**src/rtl/mc_control_unit.sv**
```systemverilog
// Multicycle MIPS control FSM. It drives the datapath muxes and enables
// from the IR opcode and waits on a variable-latency memory handshake
// (mem_ready). Illegal opcodes go to a trap state that pulses `illegal`.
//
// Build option:
//   MC_CTRL_PERF_EN  adds the instr_retired / stall_cycles counters.
//                    When it is undefined, both ports are tied to zero.
//
// State table:
//   state  | meaning
//   FETCH  | fetch the instruction at PC; PC += 4 and IR load on mem_ready
//   DECODE | read registers; ALUOut = PC + (imm << 2) as branch target
//   MEMADR | ALUOut = A + sign-ext imm (lw/sw address)
//   MEMRD  | load access, waits for mem_ready
//   MEMWB  | write load data to rt
//   MEMWR  | store access, strobe held until mem_ready
//   RTEX   | R-type ALU operation
//   RTWB   | write ALU result to rd
//   BRANCH | compare A and B; conditional PC write (beq/bne)
//   IMMEX  | immediate ALU operation (addi/andi/ori/slti)
//   IMMWB  | write ALU result to rt
//   JUMP   | PC = jump target
//   JAL    | PC = jump target, $31 = PC
//   TRAP   | PC = exception vector, pulse illegal
module mc_control_unit #(
    parameter int CNT_W = 16
) (
    input  logic             clk,
    input  logic             rst,
    input  logic [5:0]       opcode,
    input  logic             mem_ready,
    output logic             mem_req,
    output logic             iord,
    output logic             mem_write,
    output logic             ir_write,
    output logic             reg_write,
    output logic [1:0]       reg_dst,
    output logic [1:0]       mem_to_reg,
    output logic             alu_src_a,
    output logic [1:0]       alu_src_b,
    output logic [2:0]       alu_op,
    output logic [1:0]       pc_src,
    output logic             pc_write,
    output logic             branch,
    output logic             branch_ne,
    output logic             illegal,
    output logic [CNT_W-1:0] instr_retired,
    output logic [CNT_W-1:0] stall_cycles
);

    localparam logic [5:0] OP_RTYPE = 6'b000000;
    localparam logic [5:0] OP_J     = 6'b000010;
    localparam logic [5:0] OP_JAL   = 6'b000011;
    localparam logic [5:0] OP_BEQ   = 6'b000100;
    localparam logic [5:0] OP_BNE   = 6'b000101;
    localparam logic [5:0] OP_ADDI  = 6'b001000;
    localparam logic [5:0] OP_SLTI  = 6'b001010;
    localparam logic [5:0] OP_ANDI  = 6'b001100;
    localparam logic [5:0] OP_ORI   = 6'b001101;
    localparam logic [5:0] OP_LW    = 6'b100011;
    localparam logic [5:0] OP_SW    = 6'b101011;

    localparam logic [2:0] ALU_ADD   = 3'b000;
    localparam logic [2:0] ALU_SUB   = 3'b001;
    localparam logic [2:0] ALU_FUNCT = 3'b010;
    localparam logic [2:0] ALU_AND   = 3'b011;
    localparam logic [2:0] ALU_OR    = 3'b100;
    localparam logic [2:0] ALU_SLT   = 3'b101;

    typedef enum logic [3:0] {
        S_FETCH  = 4'd0,
        S_DECODE = 4'd1,
        S_MEMADR = 4'd2,
        S_MEMRD  = 4'd3,
        S_MEMWB  = 4'd4,
        S_MEMWR  = 4'd5,
        S_RTEX   = 4'd6,
        S_RTWB   = 4'd7,
        S_BRANCH = 4'd8,
        S_IMMEX  = 4'd9,
        S_IMMWB  = 4'd10,
        S_JUMP   = 4'd11,
        S_JAL    = 4'd12,
        S_TRAP   = 4'd13
    } state_t;

    state_t state_q, state_d;

    // Next-state selection; the opcode is read straight from the IR, which
    // stays stable for the whole instruction after FETCH.
    always_comb begin
        state_d = state_q;
        case (state_q)
            S_FETCH:  if (mem_ready) state_d = S_DECODE;
            S_DECODE: begin
                case (opcode)
                    OP_LW, OP_SW:                     state_d = S_MEMADR;
                    OP_RTYPE:                         state_d = S_RTEX;
                    OP_BEQ, OP_BNE:                   state_d = S_BRANCH;
                    OP_ADDI, OP_ANDI, OP_ORI, OP_SLTI: state_d = S_IMMEX;
                    OP_J:                             state_d = S_JUMP;
                    OP_JAL:                           state_d = S_JAL;
                    default:                          state_d = S_TRAP;
                endcase
            end
            S_MEMADR: state_d = (opcode == OP_LW) ? S_MEMRD : S_MEMWR;
            S_MEMRD:  if (mem_ready) state_d = S_MEMWB;
            S_MEMWR:  if (mem_ready) state_d = S_FETCH;
            S_RTEX:   state_d = S_RTWB;
            S_IMMEX:  state_d = S_IMMWB;
            S_MEMWB, S_RTWB, S_BRANCH, S_IMMWB,
            S_JUMP, S_JAL, S_TRAP:
                      state_d = S_FETCH;
            default:  state_d = S_FETCH;
        endcase
    end

    // State register; reset forces FETCH asynchronously, aborting any access.
    always_ff @(posedge clk or posedge rst) begin
        if (rst) state_q <= S_FETCH;
        else     state_q <= state_d;
    end

    // Datapath controls decoded from the current state. In FETCH, the IR load
    // and PC write follow mem_ready so they fire only in the completing cycle.
    always_comb begin
        mem_req    = 1'b0;
        iord       = 1'b0;
        mem_write  = 1'b0;
        ir_write   = 1'b0;
        reg_write  = 1'b0;
        reg_dst    = 2'b00;
        mem_to_reg = 2'b00;
        alu_src_a  = 1'b0;
        alu_src_b  = 2'b00;
        alu_op     = ALU_ADD;
        pc_src     = 2'b00;
        pc_write   = 1'b0;
        branch     = 1'b0;
        branch_ne  = 1'b0;
        illegal    = 1'b0;
        case (state_q)
            S_FETCH: begin
                mem_req   = 1'b1;
                alu_src_b = 2'b01;
                ir_write  = mem_ready;
                pc_write  = mem_ready;
            end
            S_DECODE: alu_src_b = 2'b11;
            S_MEMADR: begin
                alu_src_a = 1'b1;
                alu_src_b = 2'b10;
            end
            S_MEMRD: begin
                mem_req = 1'b1;
                iord    = 1'b1;
            end
            S_MEMWB: begin
                reg_write  = 1'b1;
                mem_to_reg = 2'b01;
            end
            S_MEMWR: begin
                mem_req   = 1'b1;
                iord      = 1'b1;
                mem_write = 1'b1;
            end
            S_RTEX: begin
                alu_src_a = 1'b1;
                alu_op    = ALU_FUNCT;
            end
            S_RTWB: begin
                reg_write = 1'b1;
                reg_dst   = 2'b01;
            end
            S_BRANCH: begin
                alu_src_a = 1'b1;
                alu_op    = ALU_SUB;
                pc_src    = 2'b01;
                branch    = (opcode == OP_BEQ);
                branch_ne = (opcode == OP_BNE);
            end
            S_IMMEX: begin
                alu_src_a = 1'b1;
                alu_src_b = 2'b10;
                case (opcode)
                    OP_ANDI: alu_op = ALU_AND;
                    OP_ORI:  alu_op = ALU_OR;
                    OP_SLTI: alu_op = ALU_SLT;
                    default: alu_op = ALU_ADD;
                endcase
            end
            S_IMMWB: reg_write = 1'b1;
            S_JUMP: begin
                pc_src   = 2'b10;
                pc_write = 1'b1;
            end
            S_JAL: begin
                pc_src     = 2'b10;
                pc_write   = 1'b1;
                reg_write  = 1'b1;
                reg_dst    = 2'b10;
                mem_to_reg = 2'b10;
            end
            S_TRAP: begin
                pc_src   = 2'b11;
                pc_write = 1'b1;
                illegal  = 1'b1;
            end
            default: ;
        endcase
    end

`ifdef MC_CTRL_PERF_EN
    logic [CNT_W-1:0] instr_retired_q, stall_cycles_q;

    // Retire on every entry into FETCH (traps included); count memory wait cycles.
    always_ff @(posedge clk or posedge rst) begin
        if (rst) begin
            instr_retired_q <= '0;
            stall_cycles_q  <= '0;
        end else begin
            if (state_q != S_FETCH && state_d == S_FETCH)
                instr_retired_q <= instr_retired_q + 1'b1;
            if ((state_q == S_FETCH || state_q == S_MEMRD || state_q == S_MEMWR) && !mem_ready)
                stall_cycles_q <= stall_cycles_q + 1'b1;
        end
    end

    assign instr_retired = instr_retired_q;
    assign stall_cycles  = stall_cycles_q;
`else
    assign instr_retired = '0;
    assign stall_cycles  = '0;
`endif

endmodule

```
**config.mk**
```make
export PLATFORM = sky130hd
export DESIGN_NAME = mc_control_unit
export DESIGN_NICKNAME = d
export VERILOG_FILES = /design/src/rtl/mc_control_unit.sv
export SDC_FILE = /design/constraint.sdc
export NUM_CORES = 1
export LEC_CHECK = 0
export BUFFER_PORTS_ARGS = -buffer_cell sky130_fd_sc_hd__buf_4
export CAP_MARGIN = 40
export CORE_MARGIN = 4
export CORE_UTILIZATION = 25
export CTS_BUF_LIST = sky130_fd_sc_hd__clkbuf_2
export DETAILED_ROUTE_END_ITERATION = 6
export PLACE_DENSITY = 0.49
export SYNTH_ARGS = -nofsm -noshare
export SYNTH_HDL_FRONTEND = slang
export SYNTH_SLANG_ARGS = --single-unit
export TNS_END_PERCENT = 30
```
**constraint.sdc**
```tcl
create_clock -name clk -period 3 [get_ports clk]
set_input_delay 0.15 -clock clk [delete_from_list [all_inputs] [get_ports clk]]
set_output_delay 0.15 -clock clk [all_outputs]
set_load 0.01 [all_outputs]
```
==> impl_metrics.yaml <==
route:
  first_pass_iters: 4
  met1_length_um: 1036
  via_count: 901
  met2_length_um: 1126
  wl_per_cell_um: 11.50
  antenna_left: 0
  highest_layer: "met4"
  wl_met3_um: 199
  drc: 0
  first_iter_violations: 9
  via_per_inst: 4.374
  totalWireLength_um: 2368
synth:
  yosysUniqueCellTypes: 40
  yosysTopAreaCellShare_pct: 26.12
  yosysWarnings: 0
  synth_top_area_cell: "buf_4"
  synth_edf_count: 0
  synth.area.top_cells: "buf_4 (26%), dfrtp_1 (11%), nor2_1 (5.9%)"
  ys_seq_area_share_pct: 10.55
  ys_seq_elements: 4
  synthArstFlopShare_pct: 100.0
  synthesis.area_um2: 948.4
  postSynthAreaPerCell_um2: 6.873
  synth_flop_cell: "dfrtp_1"
  synth_cells: 138
critical_path:
  cp.required_ps: 2850
  crit_chain: "nand2b_1 -> nor3_1 -> nand2_1 -> nor4bb_1 -> buf_4"
  critPathMaxFanout: 22
  worstSetupPathType: "reg -> out"
  crit_path_end_kind: "output port"
  worstSetupStartpoint: "state_q[2]"
  r2r-start: "state_q[2]"
  crit_slowest_cell: "dfrtp_1"
  max_stage_delay_ps: 620
  critPathLaunchType: "register"
  worstPathArrival_ps: 1970
place:
  gp_congestion: 0.8000
  dp_hpwl_um: 1833
  io_buffers: 29
floorplan:
  die_w_um: 69.59
  die_area_mm2: 0.004843
  ioPinCount: 62
  die_h_um: 69.59
  rows: 22
  start_util_pct: 25.91
  coreArea_mm2: 0.003661
final_layout:
  area_growth_pct: 12.01
  drive_gt1_share_pct: 22.15
  regMostFlops: "state_q"
  top_regs: "state_q: 4 flops"
  nNetsFinal: 169
  final_cell_mix: "conb_1 (32), buf_4 (29), nor2_1 (15)"
  final_common_cell: "conb_1"
  post-route-util_pct: 29.02
  antenna_cells: 0
  largest_reg_flops: 4
clocking:
  cts_max_path_buffers: 2
  cts_buffers: 3
  clk_latency_ps: 210
  cts_max_level: 1
  cts_tree: "yes"
  path_clk_slew_ps: 50
  cts-root-buf: "clkbuf_2"
  cts.sinks: 4
outcome:
  status: "finished, final reports clean"
timing:
  slew_viol_final: 0
  setup_viol: 0
  finalCriticalPeriod_ps: 2116
  tightest_slew_ps: 670.5
  hold_viol: 0
  max_freq_ghz: 0.4727
  period_share_pct: 70.52
  fin_setup_tns_ps: 0
  clock_skew_ps: 11.10
  rsz0062_at_grt: "no"
  maxSlewHeadroom_pct: 55.30
min_path:
  hold_path.startpoint: "mem_ready"
  hold_class: "in -> reg"
power:
  vdd_ir_drop_max_uv: 191.4
  pwr_density_cell_mw_per_mm2: 747.0
  p_leak_nw: 0.4964
global_routing:
  grt_usage_pct: 9.889
  grt_max_degree: 23
  antenna_found_initial: 0
  grt_pass1_vias: 852
  grt_pass1_wl_um: 4002
  gr-total-overflow: 0
flow_run:
  maxCapViolations: 0
==> per-layer routing <==
layer | vias up | track usage (%)
li1 | 451 | -
met1 | 414 | 12.33
met2 | 34 | 16.42
met3 | 2 | 3.478
met4 | 0 | 1.952
met5 | - | 0
==> stage by stage <==
stage	instance area [um2]	setup slack (ps)	hold slack (ps)	instances	power, mW
floorplan	1065	1497	-83.92	169	0.5721
global placement	1037	1184	49.82	202	0.7451
detailed placement	1037	1137	47.23	202	0.7457
CTS	1062	879.7	289.6	206	0.8014
global route	1062	668.9	319.9	206	0.8906
finish	1062	884.4	313.0	206	0.7935
==> synth_stat cells, drive strengths merged, types with 3 or more instances <==
| library cell | number |
|---|---|
| o21ai | 6 |
| inv | 3 |
| nor2 | 15 |
| nor3 | 10 |
| nand2b | 6 |
| nand4b | 3 |
| clkbuf | 3 |
| a21oi | 5 |
| nor3b | 3 |
| nand2 | 8 |
| dfrtp | 4 |
| buf | 41 |
==> final timing paths <==
path / to / slack [ps] / depth (start not counted)
max: branch_ne / 880 / 5
min: state_q[0] / 310 / 4
max reg2reg: state_q[2] / 1320 / 5
min reg2reg: state_q[0] / 830 / 1
max in group asynchronous: state_q[1] / 2460 / 3
min in group asynchronous: state_q[0] / 380 / 3
==> where the power goes <==
group	total (mW)	internal [mW]	switching (mW)
registers	0.193	0.0772	0.116
logic	0.550	0.269	0.281
clock network	0.0503	0.0269	0.0233
==> cell type report <==
class	count	area [um2]
fill	434	2599
multi-input combinational	118	648.1
sequential	4	100.1
timing repair buffer	30	227.7
clock buffer	3	15.01
inverter	3	11.26
tap	48	60.06
==> cell families (layout without fill, tap and decap cells) <==
logic type      count (synthesis)  after routing  synth area share (%)
simple gates                   58             58                 33.25
buf+inv                        47             36                 33.38
compound gates                 23             23                 17.55
flops                           4              4                 10.55
xor+xnor                        3              3                 2.771
mux                             2              2                 2.111
other cells                     1             32                0.3954
==> repair_timing <==
item,4_1_cts,5_1_grt
buffers inserted,0,0
hold endpoints to repair,4,0
setup endpoints to repair,0,0
gates resized for setup,0,0
hold buffers,1,0
==> critical path: cells and delay by family (launching register included) <==
kind,cells,cell delay [ps]
buffers and inverters,1,170
flip-flops,1,620
AND/OR/NAND/NOR,4,950
Power figures use the tool's default switching activity.
